File: src/rtl/ex_cell_bist_pkg.sv
// Shared types and LFSR helpers for the multi-bit flop cell BIST controller.
package ex_cell_bist_pkg;

  typedef enum logic [1:0] {
    ST_IDLE  = 2'd0,
    ST_RUN   = 2'd1,
    ST_DRAIN = 2'd2,
    ST_DONE  = 2'd3
  } state_e;

  localparam logic [15:0] LFSR_TAPS    = 16'hB400;
  localparam logic [15:0] DEFAULT_SEED = 16'hACE1;

  // 16-bit Galois step; the pattern is taken from the value before stepping.
  function automatic logic [15:0] lfsr_next(input logic [15:0] cur);
    return (cur >> 1) ^ (cur[0] ? LFSR_TAPS : 16'h0000);
  endfunction

endpackage

File: src/rtl/ex_cell_bist_dly.sv
// Latency-matching delay line carrying {valid, pattern} alongside the cell under test.
module ex_cell_bist_dly #(
  parameter int WIDTH = 4,
  parameter int DEPTH = 1
) (
  input  logic             clk_i,
  input  logic             rst_i,
  input  logic             vld_i,
  input  logic [WIDTH-1:0] data_i,
  output logic             vld_o,
  output logic [WIDTH-1:0] data_o
);

  logic [DEPTH-1:0] vld_q;
  logic [WIDTH-1:0] data_q [DEPTH];

  // Shift register stages; stage 0 takes the newly issued pattern.
  always_ff @(posedge clk_i or posedge rst_i) begin
    if (rst_i) begin
      vld_q <= '0;
      for (int i = 0; i < DEPTH; i++) data_q[i] <= '0;
    end else begin
      vld_q[0]  <= vld_i;
      data_q[0] <= data_i;
      for (int i = 1; i < DEPTH; i++) begin
        vld_q[i]  <= vld_q[i-1];
        data_q[i] <= data_q[i-1];
      end
    end
  end

  assign vld_o  = vld_q[DEPTH-1];
  assign data_o = data_q[DEPTH-1];

endmodule

File: src/rtl/ex_cell_bist.sv
// BIST controller: drives LFSR patterns into a flop cell, checks its latency-aligned
// response, and reports a saturating mismatch count with pass/fail.
module ex_cell_bist
  import ex_cell_bist_pkg::*;
#(
  parameter int          WIDTH   = 4,
  parameter int          DUT_LAT = 1,
  parameter logic [15:0] SEED    = DEFAULT_SEED,
  parameter int          ERRW    = 16
) (
  input  logic             CLK,
  input  logic             RST,
  input  logic             START,
  input  logic [15:0]      RUN_LEN,
  output logic [WIDTH-1:0] STIM,
  input  logic [WIDTH-1:0] RESP,
  output logic             BUSY,
  output logic             DONE,
  output logic             PASS,
  output logic [ERRW-1:0]  ERR_CNT
);

  localparam logic [ERRW-1:0] ERR_MAX = {ERRW{1'b1}};

  state_e           state_q, state_d;
  logic [15:0]      lfsr_q, lfsr_d;
  logic [15:0]      remain_q, remain_d;
  logic [2:0]       drain_q, drain_d;
  logic [WIDTH-1:0] stim_q, stim_d;
  logic             stim_vld_q, stim_vld_d;
  logic             busy_q, busy_d;
  logic             done_q, done_d;
  logic             pass_q, pass_d;
  logic [ERRW-1:0]  err_q, err_d;

  logic             head_vld_s;
  logic [WIDTH-1:0] head_data_s;
  logic             mismatch_s;

  ex_cell_bist_dly #(.WIDTH(WIDTH), .DEPTH(DUT_LAT)) u_dly (
    .clk_i  (CLK),
    .rst_i  (RST),
    .vld_i  (stim_vld_q),
    .data_i (stim_q),
    .vld_o  (head_vld_s),
    .data_o (head_data_s)
  );

  // State and output registers.
  always_ff @(posedge CLK or posedge RST) begin
    if (RST) begin
      state_q    <= ST_IDLE;
      lfsr_q     <= SEED;
      remain_q   <= 16'd0;
      drain_q    <= 3'd0;
      stim_q     <= '0;
      stim_vld_q <= 1'b0;
      busy_q     <= 1'b0;
      done_q     <= 1'b0;
      pass_q     <= 1'b0;
      err_q      <= '0;
    end else begin
      state_q    <= state_d;
      lfsr_q     <= lfsr_d;
      remain_q   <= remain_d;
      drain_q    <= drain_d;
      stim_q     <= stim_d;
      stim_vld_q <= stim_vld_d;
      busy_q     <= busy_d;
      done_q     <= done_d;
      pass_q     <= pass_d;
      err_q      <= err_d;
    end
  end

  // Next-state, pattern issue and compare logic.
  always_comb begin
    state_d    = state_q;
    lfsr_d     = lfsr_q;
    remain_d   = remain_q;
    drain_d    = drain_q;
    stim_d     = stim_q;
    stim_vld_d = stim_vld_q;
    busy_d     = busy_q;
    done_d     = done_q;
    pass_d     = pass_q;

    mismatch_s = head_vld_s && (RESP != head_data_s);
    if (mismatch_s && (err_q != ERR_MAX)) begin
      err_d = err_q + ERRW'(1);
    end else begin
      err_d = err_q;
    end

    case (state_q)
      ST_IDLE, ST_DONE: begin
        if (START) begin
          err_d  = '0;
          lfsr_d = SEED;
          if (RUN_LEN == 16'd0) begin
            state_d = ST_DONE;
            done_d  = 1'b1;
            pass_d  = 1'b1;
          end else begin
            state_d    = ST_RUN;
            stim_d     = SEED[WIDTH-1:0];
            stim_vld_d = 1'b1;
            lfsr_d     = lfsr_next(SEED);
            remain_d   = RUN_LEN - 16'd1;
            busy_d     = 1'b1;
            done_d     = 1'b0;
            pass_d     = 1'b0;
          end
        end else begin
          state_d = state_q;
        end
      end
      ST_RUN: begin
        if (remain_q == 16'd0) begin
          state_d    = ST_DRAIN;
          stim_d     = '0;
          stim_vld_d = 1'b0;
          drain_d    = 3'(DUT_LAT - 1);
        end else begin
          stim_d   = lfsr_q[WIDTH-1:0];
          lfsr_d   = lfsr_next(lfsr_q);
          remain_d = remain_q - 16'd1;
        end
      end
      ST_DRAIN: begin
        // The last in-flight pattern is compared on this same edge, so use err_d.
        if (drain_q == 3'd0) begin
          state_d = ST_DONE;
          busy_d  = 1'b0;
          done_d  = 1'b1;
          pass_d  = (err_d == '0);
        end else begin
          drain_d = drain_q - 3'd1;
        end
      end
      default: begin
        state_d = ST_IDLE;
      end
    endcase
  end

  assign STIM    = stim_q;
  assign BUSY    = busy_q;
  assign DONE    = done_q;
  assign PASS    = pass_q;
  assign ERR_CNT = err_q;

endmodule

File: config.mk
export PLATFORM = sky130hd
export DESIGN_NAME = ex_cell_bist
export DESIGN_NICKNAME = d
export VERILOG_FILES = /design/src/rtl/ex_cell_bist_pkg.sv /design/src/rtl/ex_cell_bist_dly.sv /design/src/rtl/ex_cell_bist.sv
export SDC_FILE = /design/constraint.sdc
export NUM_CORES = 1
export LEC_CHECK = 0
export CORE_MARGIN = 2
export CORE_UTILIZATION = 30
export CTS_BUF_LIST = sky130_fd_sc_hd__clkbuf_4
export CTS_CLUSTER_DIAMETER = 50
export CTS_CLUSTER_SIZE = 25
export DETAILED_ROUTE_END_ITERATION = 16
export GPL_TIMING_DRIVEN = 0
export PLACE_DENSITY = 0.56
export SLEW_MARGIN = 0
export SYNTH_ARGS = -nofsm -noshare
export SYNTH_HDL_FRONTEND = slang
export SYNTH_SLANG_ARGS = --single-unit
export TNS_END_PERCENT = 50
File: constraint.sdc
create_clock -name CLK -period 4.2 [get_ports CLK]
set_input_delay 0.63 -clock CLK [delete_from_list [all_inputs] [get_ports CLK]]
set_output_delay 0.63 -clock CLK [all_outputs]
set_load 0.01 [all_outputs]
# Yosys cells after proc, flatten, opt, wreduce, memory -nomap -nowiden
# Index checks and enable logic that the tools add are counted.
dict set report totals {
  output_inout_bits 23
  word_cells 83
  register_bits 66
}
dict set report op_classes {
  n_bitwise 1
  n_addsub 4
  n_reduce_logical 19
  n_mux 36
  n_eq_ne 11
}
# operator count
set op_table {}
lappend op_table {{$mux 16} 9}
lappend op_table {{$pmux 16 s2} 2}
lappend op_table {{$logic_not 16->1} 3}
lappend op_table {{$sub 16x1->16 const B} 2}
lappend op_table {{$add 16x1->16 const B} 1}
lappend op_table {{$ne 16x16->1 const B} 1}
lappend op_table {{$xor 15x16->16} 1}
lappend op_table {{$mux 15} 1}
lappend op_table {{$reduce_and 3->1} 5}
lappend op_table {{$mux 4} 3}
lappend op_table {{$ne 2x2->1 const B} 6}
lappend op_table {{$reduce_and 4->1} 3}
lappend op_table {{$mux 1} 8}
lappend op_table {{$mux 2} 4}
lappend op_table {{$pmux 1 s2} 4}
lappend op_table {{$pmux 4 s2} 1}
lappend op_table {{$mux 3} 2}
lappend op_table {{$pmux 2 s3} 1}
lappend op_table {{$pmux 3 s2} 1}
lappend op_table {{$reduce_bool 2->1} 3}
lappend op_table {{$eq 2x2->1 const B} 2}
lappend op_table {{$ne 4x4->1} 1}
lappend op_table {{$logic_not 3->1} 1}
lappend op_table {{$sub 3x1->3 const B} 1}
lappend op_table {{4 further kinds} 5}

# Longest topological paths before layout
# Gate-level depths: netlist (run 1).
dict set report depth {
  depth_word 7
  depth_mapped 11
  ltp_nobuf 9
}

# By module
# Synthesis (run 1) repeated with hierarchy kept, for this count alone.
dict set report hier_totals {
  cells_unflattened 477
  area_unflattened_um2 4286.6
}
# module instances cells_each seq_area_each_um2 area_per_inst_um2
set by_module_without_submodules {}
lappend by_module_without_submodules {ex_cell_bist 1 471 1536.5 4157.7}
lappend by_module_without_submodules {ex_cell_bist_dly 1 6 125.1 128.9}

# Worst setup path after synthesis (run 1)
# No wires, ideal clock.
dict set report synth_path {
  kind {register to register}
  startpoint {reg state_q[1]}
  endpoint {reg remain_q[8]}
  t_required_ns 4.072
  path_buffers 2
  slack_ns 1.584
  stages_incl_launch_ff 12
  t_arrival_ns 2.487
  synth_period_minus_slack_ns 2.616
  path_cell_list {dfrtp_1 -> inv_1 -> ha_1 -> buf_2 -> buf_2 -> mux2i_1 -> ha_1 -> o221ai_1 -> or3_1 -> xor2_1 -> a2bb2oi_1 -> o21ai_0}
}
dict set report synth_between {
  elab_chain_len 4
}
# item line_no
set synth_lines {}
lappend synth_lines {{start: declaration} ex_cell_bist.sv:25} ;# state_e state_q, state_d;
lappend synth_lines {{start signal: assignment} ex_cell_bist.sv:63} ;# state_q <= state_d;
lappend synth_lines {{$eq 2x2->1 / $logic_not 2->1 (equally long branches)} ex_cell_bist.sv:95} ;# case (state_q)
lappend synth_lines {{$reduce_or 2->1} ex_cell_bist.sv:95}
lappend synth_lines {{$ne 2x2->1 (no line) / $reduce_bool 2->1 (equally long branches)} --}
lappend synth_lines {{$reduce_and 4->1 (no line)} --}
lappend synth_lines {{end signal: assignment} ex_cell_bist.sv:65} ;# remain_q <= remain_d;
lappend synth_lines {{end: declaration} ex_cell_bist.sv:27} ;# logic [15:0] remain_q, remain_d;
# Several ways; a longest one is shown, not always the timed one.
# A chain may end at the register's enable or synchronous reset.

# Worst setup path in the final report (run 1)
dict set report layout_path {
  startpoint {reg state_q[1]}
  endpoint {reg remain_q[14]}
}
# The elaborated chain is that of the path after synthesis.

==> results of run 1 <==
==> synth_stat cells (12+ instances only) <==
library cell  number  area (um^2)
xor2_1            22          193
nand4_1           17          106
nand2_1           40          150
nor3_1            16         80.1
inv_1             12         45.0
o21ai_0           32          160
dfrtp_1           58         1450
a21oi_1           28          140
xnor2_1           15          131
clkbuf_1          12         45.0
o22ai_1           15         93.8
nor2_1            45          169
nor4_1            15         93.8
==> sequential cells by signal, indices dropped and copies added, names as in the netlist <==
register,flops
remain_q,16
stim_vld_q,1
STIM,4
BUSY,1
u_dly.vld_o,1
drain_q,3
state_q,2
u_dly.data_o,4
DONE,1
lfsr_q,16
PASS,1
ERR_CNT,16
==> worst max-delay path by stage <==
stage / start / endpoint / slack, ns
floorplan: state_q[1]$_DFFE_PP0P_ / remain_q[8]$_DFFE_PP0P_ / 1.58
global placement: RST / remain_q[9]$_DFFE_PP0P_ / 0.62
detailed placement: RUN_LEN[6] / remain_q[9]$_DFFE_PP0P_ / 0.69
CTS: state_q[1]$_DFFE_PP0P_ / remain_q[14]$_DFFE_PP0P_ / 1.0
global route: state_q[1]$_DFFE_PP0P_ / remain_q[14]$_DFFE_PP0P_ / 0.70
finish: state_q[1]$_DFFE_PP0P_ / remain_q[14]$_DFFE_PP0P_ / 1.00
==> kinds of logic (layout without fill, tap and decap cells) <==
logic type / Yosys count / count (layout) / share of synthesized area (%)
muxes: 15 / 15 / 3.86
buffers and inverters: 39 / 100 / 4.20
DFF: 66 / 66 / 41.3
and+or+nand+nor: 179 / 179 / 23.9
xor gates and xnor gates: 37 / 37 / 8.06
adders and majority gates: 7 / 7 / 2.18
AOI/OAI and AO/OA: 106 / 106 / 16.5
==> routing by layer <==
metal	GRT usage, %	up-vias	wire [um]
met5	0	-	0
met4	3.90	0	148
met3	4.04	16	423
met2	25.5	86	5070
met1	19.3	1745	4830
li1	-	1745	-
==> area by class of cell <==
cell class / instances / area (um^2)
Fill cell: 1354 / 8390
Multi-Input combinational cell: 344 / 2190
Sequential cell: 66 / 1660
Timing Repair Buffer: 45 / 450
Tap cell: 176 / 220
Buffer: 26 / 120
Clock buffer: 11 / 82.6
Inverter: 13 / 51.3
Clock inverter: 5 / 21.3
==> where the power goes <==
group	internal (mW)	switching, mW
combinational	0.625	0.982
clock	0.128	0.229
sequential	0.899	0.225
total	1.65	1.44
==> per-stage QoR <==
step / cell area (um^2) / setup slack [ns] / hold slack (ns) / power (mW)
after global placement: 4690 / 0.622 / 0.364 / 2.69
after floorplan: 4020 / 1.58 / 0.348 / 2.22
after CTS: 4800 / 0.999 / 0.390 / 3.10
after global routing: 4800 / 0.695 / 0.409 / 3.37
final: 4800 / 1.00 / 0.387 / 3.09
after detailed placement: 4690 / 0.694 / 0.365 / 2.74
==> critical path: cells and delay by family, from the launching register on <==
kind	cells	cell delay [ns]
multiplexers	1	0.35
AO/OA/AOI/OAI	3	0.51
adder cells (fa/ha/maj)	2	0.48
buffers and inverters	3	0.54
AND/OR/NAND/NOR	2	0.75
flip-flops	1	0.41
==> key figures, run 1 <==
Run status
  – Outcome: complete, no violations

STA
  – Tcrit/Tclk final: 76.2%
  – Worst Skew: 0.00729 ns
  – Final setup fails: 0
  – Setup tns final: 0 ns
  – Slew @ Worst Pin: 0.809 ns
  – Fin crit period: 3.20 ns
  – Max-slew headroom: 46.0%
  – Fin. Hold Viols: 0
  – Highest Clock Rate: 0.313 GHz
  – Slew Limit Fails: 0
  – RSZ-0062 raised after global routing: no

Synth
  – Sequential element share of the synthesized area: 41.3%
  – Ys flop type: dfrtp_1
  – Post-synth EDFFs: 0
  – Mean Syn Cell Area: 8.95 um^2
  – Synth warn: 0
  – #FFs+latches synth: 66
  – Synthesized cell area: 4020 um^2
  – Syn Nets: 479
  – Post-synthesis cell count: 449
  – Netlist cell types: 55
  – Fraction of registers with async set/reset: 100%

Floorplanning
  – Die H: 120 um
  – FP Rows: 42
  – Die width: 120 um
  – Initial Utilization: 30.5%
  – IO Pins: 46
  – Core footprint: 13,200 um^2
  – Total Die Area: 14,300 um^2

Hold path
  – Worst hold stages: 0
  – Hold endpoint: u_dly.vld_o$_DFF_PP0_
  – Min-delay src: stim_vld_q$_DFFE_PP0P_
  – Hold/Removal Path Class: flop to flop

Layout
  – Commonest cells after routing, fill and taps aside: dfrtp_1 (58), nor2_1 (45), clkdlybuf4s50_1 (45)
  – Share of layout cells above drive strength 1: 10.0%
  – # diodes: 0
  – Final Util: 36.4%
  – Syn-to-layout area delta: 19.3%
  – Post-layout nets: 535
  – Non-Filler Instances: 686
  – Commonest non-fill, non-tap cell in the layout: dfrtp_1

Clock network
  – Num CTS Buffers: 9
  – Clock-pin slew on the worst setup and hold paths: 0.11 ns
  – Clock tree from TritonCTS: yes
  – Sink Count: 66
  – CTS resizes: 0
  – Clock H-tree levels: 3
  – Maximum root-to-sink buffer count: 2
  – CTS Root Cell: clkbuf_4
  – Hold-fix buffers, CTS: 0
  – Clock Latency Late Sink: 0.41 ns
  – Post-CTS setup buffers: 0

Placement
  – Dpl hpwl: 7550 um
  – Cell count after placement: 670
  – Routability cong.: 0.830
  – PortBufs: 45

Setup path
  – Reg2reg path depth: 11
  – CP peak stage delay: 0.59 ns
  – Slowest CP cell: nor4_1
  – Crit. End Element: flop
  – Reg2reg end: remain_q[14]$_DFFE_PP0P_
  – Reg2reg start: state_q[1]$_DFFE_PP0P_
  – Cell Chain, Critical Path: inv_1, ha_1, buf_2, buf_2, mux2i_1, ha_1, o221ai_1, nor4_1, nand4_1, o21ai_0, a21oi_1
  – Crit Path Class: flop to flop
  – CP Max Fanout: 10
  – Critical Path RT: 4.47 ns
  – Arr. time, crit path: 3.47 ns
  – Critical path startpoint category: flop
  – Setup slack, reg-to-reg: 1.00 ns

Drt
  – Routed len/inst: 15.3 um
  – Via density: 5.24
  – Total iterations of the first detailed-routing run: 5
  – Detailed Route WL: 10,500 um
  – Drt initial violations: 260
  – Final ANT Viol Nets: 0
  – DR DRC count: 0
  – Vias: 3,592

Run
  – Max_cap viols: 0

Global route
  – First-pass GRT wire length: 17,500 um
  – Vias in the first global route: 3,528
  – Overall routing resource usage: 15.1%
  – Overflow after GRT: 0
  – Initial antenna violation count: 0
  – Largest net degree at the start of global routing: 67

Pwr
  – Power density cells: 644 nW/um^2
  – Leakage: 1.91 nW
  – Peak VDD IR: 279 uV
No activity file was read; power rests on OpenSTA's default activity.
==> run 2, diff against run 1 <==
Clock period 4.2 ns to 3.27 ns, I/O delays scaled along.
==> run 2 against run 1 <==
Total power up 29%. Combinational power is 30% higher. Clock power rose by 29%. Cell area is 0.42% higher. Global-route usage unchanged. Flip-flop and latch count did not move.
==> key figures, run 2 (same netlist as run 1, synthesis figures left out) <==
Global route
  – Initial antenna violation count: 0 (unchanged)
  – Overflow after GRT: 0 (unchanged)
  – First-pass GRT wire length: 17,500 um (unchanged)
  – Overall routing resource usage: 15.1% (unchanged)
  – Vias in the first global route: 3,528 (unchanged)
  – Largest net degree at the start of global routing: 67 (unchanged)

Clock network
  – Clock H-tree levels: 3 (unchanged)
  – Sink Count: 66 (unchanged)
  – Num CTS Buffers: 9 (unchanged)
  – Hold-fix buffers, CTS: 0 (unchanged)
  – CTS resizes: 0 (unchanged)
  – Clock-pin slew on the worst setup and hold paths: 0.11 ns (about the same)
  – Clock tree from TritonCTS: yes (unchanged)
  – Post-CTS setup buffers: 0 (unchanged)
  – Maximum root-to-sink buffer count: 2 (unchanged)
  – CTS Root Cell: clkbuf_4 (unchanged)
  – Clock Latency Late Sink: 0.41 ns (about the same)

Floorplanning
  – FP Rows: 42 (unchanged)
  – Initial Utilization: 30.5% (unchanged)
  – Core footprint: 13,200 um^2 (unchanged)
  – Die H: 120 um (unchanged)
  – Total Die Area: 14,300 um^2 (unchanged)
  – Die width: 120 um (unchanged)
  – IO Pins: 46 (unchanged)

Drt
  – Final ANT Viol Nets: 0 (unchanged)
  – Vias: 3,593 (was 3,592)
  – DR DRC count: 0 (unchanged)
  – Drt initial violations: 239 (was 260)
  – Total iterations of the first detailed-routing run: 5 (unchanged)
  – Detailed Route WL: 10,600 um (was 10,500 um)
  – Routed len/inst: 15.4 um (was 15.3 um)
  – Via density: 5.24 (about the same)

Setup path
  – Crit. End Element: flop (unchanged)
  – Reg2reg path depth: 11 (unchanged)
  – Crit Path Class: flop to flop (unchanged)
  – Reg2reg end: remain_q[8]$_DFFE_PP0P_ (was remain_q[14]$_DFFE_PP0P_)
  – CP top delay family: buffers and inverters (was simple AND/OR/NAND/NOR gates)
  – CP Max Fanout: 10 (unchanged)
  – Reg2reg start: state_q[1]$_DFFE_PP0P_ (unchanged)
  – Cell Chain, Critical Path: inv_1, ha_1, buf_2, buf_2, mux2i_1, ha_1, o221ai_2, or3_1, xor2_1, a2bb2oi_1, o21ai_0 (was inv_1, ha_1, buf_2, buf_2, mux2i_1, ha_1, o221ai_1, nor4_1, nand4_1, o21ai_0, a21oi_1)
  – Critical path startpoint category: flop (unchanged)
  – Critical Path RT: 3.57 ns (was 4.47 ns)
  – Buf+Inv Stages, Crit Path: 3 (unchanged)
  – CP Depth: 11 (unchanged)
  – Slowest CP cell: or3_1 (was nor4_1)
  – Setup slack, reg-to-reg: 0.21 ns (was 1.00 ns)
  – CP peak stage delay: 0.49 ns (was 0.59 ns)
  – Arr. time, crit path: 3.36 ns (was 3.47 ns)

Layout
  – Commonest cells after routing, fill and taps aside: dfrtp_1 (58), nor2_1 (45), clkdlybuf4s50_1 (45) (unchanged)
  – Share of layout cells above drive strength 1: 10.8% (was 10.0%)
  – Commonest non-fill, non-tap cell in the layout: dfrtp_1 (unchanged)
  – Post-layout nets: 535 (unchanged)
  – Syn-to-layout area delta: 19.8% (was 19.3%)
  – Non-Filler Instances: 686 (unchanged)
  – Final instance area: 4820 um^2 (was 4800 um^2)
  – # diodes: 0 (unchanged)

Pwr
  – Leakage: 1.91 nW (about the same)
  – Peak VDD IR: 360 uV (was 279 uV)
  – Power density cells: 829 nW/um^2 (was 644 nW/um^2)

STA
  – Hold WS: 0.387 ns (about the same)
  – Slew @ Worst Pin: 0.818 ns (was 0.809 ns)
  – RSZ-0062 raised after global routing: no (unchanged)
  – Worst Skew: 0.00668 ns (was 0.00729 ns)
  – Max-slew headroom: 45.5% (was 46.0%)
  – Fin crit period: 3.06 ns (was 3.20 ns)
  – Tcrit/Tclk final: 93.5% (was 76.2%)
  – Setup tns final: 0 ns (unchanged)
  – PnR worst setup slack: 0.211 ns (was 1.00 ns)
  – Highest Clock Rate: 0.327 GHz (was 0.313 GHz)
  – Final setup fails: 0 (unchanged)
  – Fin. Hold Viols: 0 (unchanged)
  – Slew Limit Fails: 0 (unchanged)

Placement
  – Cell count after placement: 670 (unchanged)
  – Dpl hpwl: 7550 um (unchanged)
  – Placed cell areas: 4690 um^2 (unchanged)
  – PortBufs: 45 (unchanged)
  – Routability cong.: 0.830 (unchanged)
  – DP Worst Slack: -0.0961 ns (was 0.694 ns)

Hold path
  – Hold/Removal Path Class: flop to flop (unchanged)
  – Worst hold stages: 0 (unchanged)
  – Hold endpoint: u_dly.vld_o$_DFF_PP0_ (unchanged)
  – Min-delay src: stim_vld_q$_DFFE_PP0P_ (unchanged)

Run
  – Max_cap viols: 0 (unchanged)

Run status
  – Outcome: complete, no violations (unchanged)
run 2: layout make-up:
class | count | area (um^2)
Clock buffer | 11 | 82.6
Fill cell | 1357 | 8370
Clock inverter | 5 | 21.3
Buffer | 26 | 121
Multi-Input combinational cell | 344 | 2210
Inverter | 13 | 51.3
Sequential cell | 66 | 1660
Tap cell | 176 | 220
Timing Repair Buffer | 45 | 450
run 2: worst reg2reg max path, cell delays in order (launching register included):
cell,delay [ns]
dfrtp_1,0.41
inv_1,0.10
ha_1,0.15
buf_2,0.19
buf_2,0.26
mux2i_1,0.35
ha_1,0.35
o221ai_2,0.23
or3_1,0.49
xor2_1,0.16
a2bb2oi_1,0.16
o21ai_0,0.09
run 2: layer usage:
metal	routed length [um]	share of wire, %	track usage (%)	up-vias
li1	-	-	-	1746
met1	4780	45	19.3	1743
met2	5130	49	25.5	95
met3	534	5.1	4.04	9
met4	104	0.99	3.90	0
met5	0	0	0	-
run 2: per-stage QoR:
step	total power [mW]	utilization, %
floorplan	2.86	-
global placement	3.46	35.6
detailed placement	3.52	35.6
CTS	3.99	36.4
global route	4.35	36.5
finish	3.99	36.5
run 2: worst max-delay path by stage:
stage	start	end	slack (ns)
6_report	state_q[1]$_DFFE_PP0P_	remain_q[8]$_DFFE_PP0P_	0.21
5_1_grt	state_q[0]$_DFFE_PP0P_	remain_q[10]$_DFFE_PP0P_	0.02
3_5_place_dp	RUN_LEN[6]	remain_q[9]$_DFFE_PP0P_	-0.1
3_3_place_gp	RST	remain_q[9]$_DFFE_PP0P_	-0.17
4_1_cts	state_q[1]$_DFFE_PP0P_	remain_q[14]$_DFFE_PP0P_	0.07
2_1_floorplan	state_q[1]$_DFFE_PP0P_	remain_q[8]$_DFFE_PP0P_	0.65
run 2: report_power, final:
part / internal [mW] / total, mW / leakage (nW) / switching (mW)
Combinational: 0.808 / 2.09 / 1.04 / 1.28
Clock: 0.164 / 0.460 / 0.0631 / 0.296
Sequential: 1.15 / 1.44 / 0.811 / 0.288
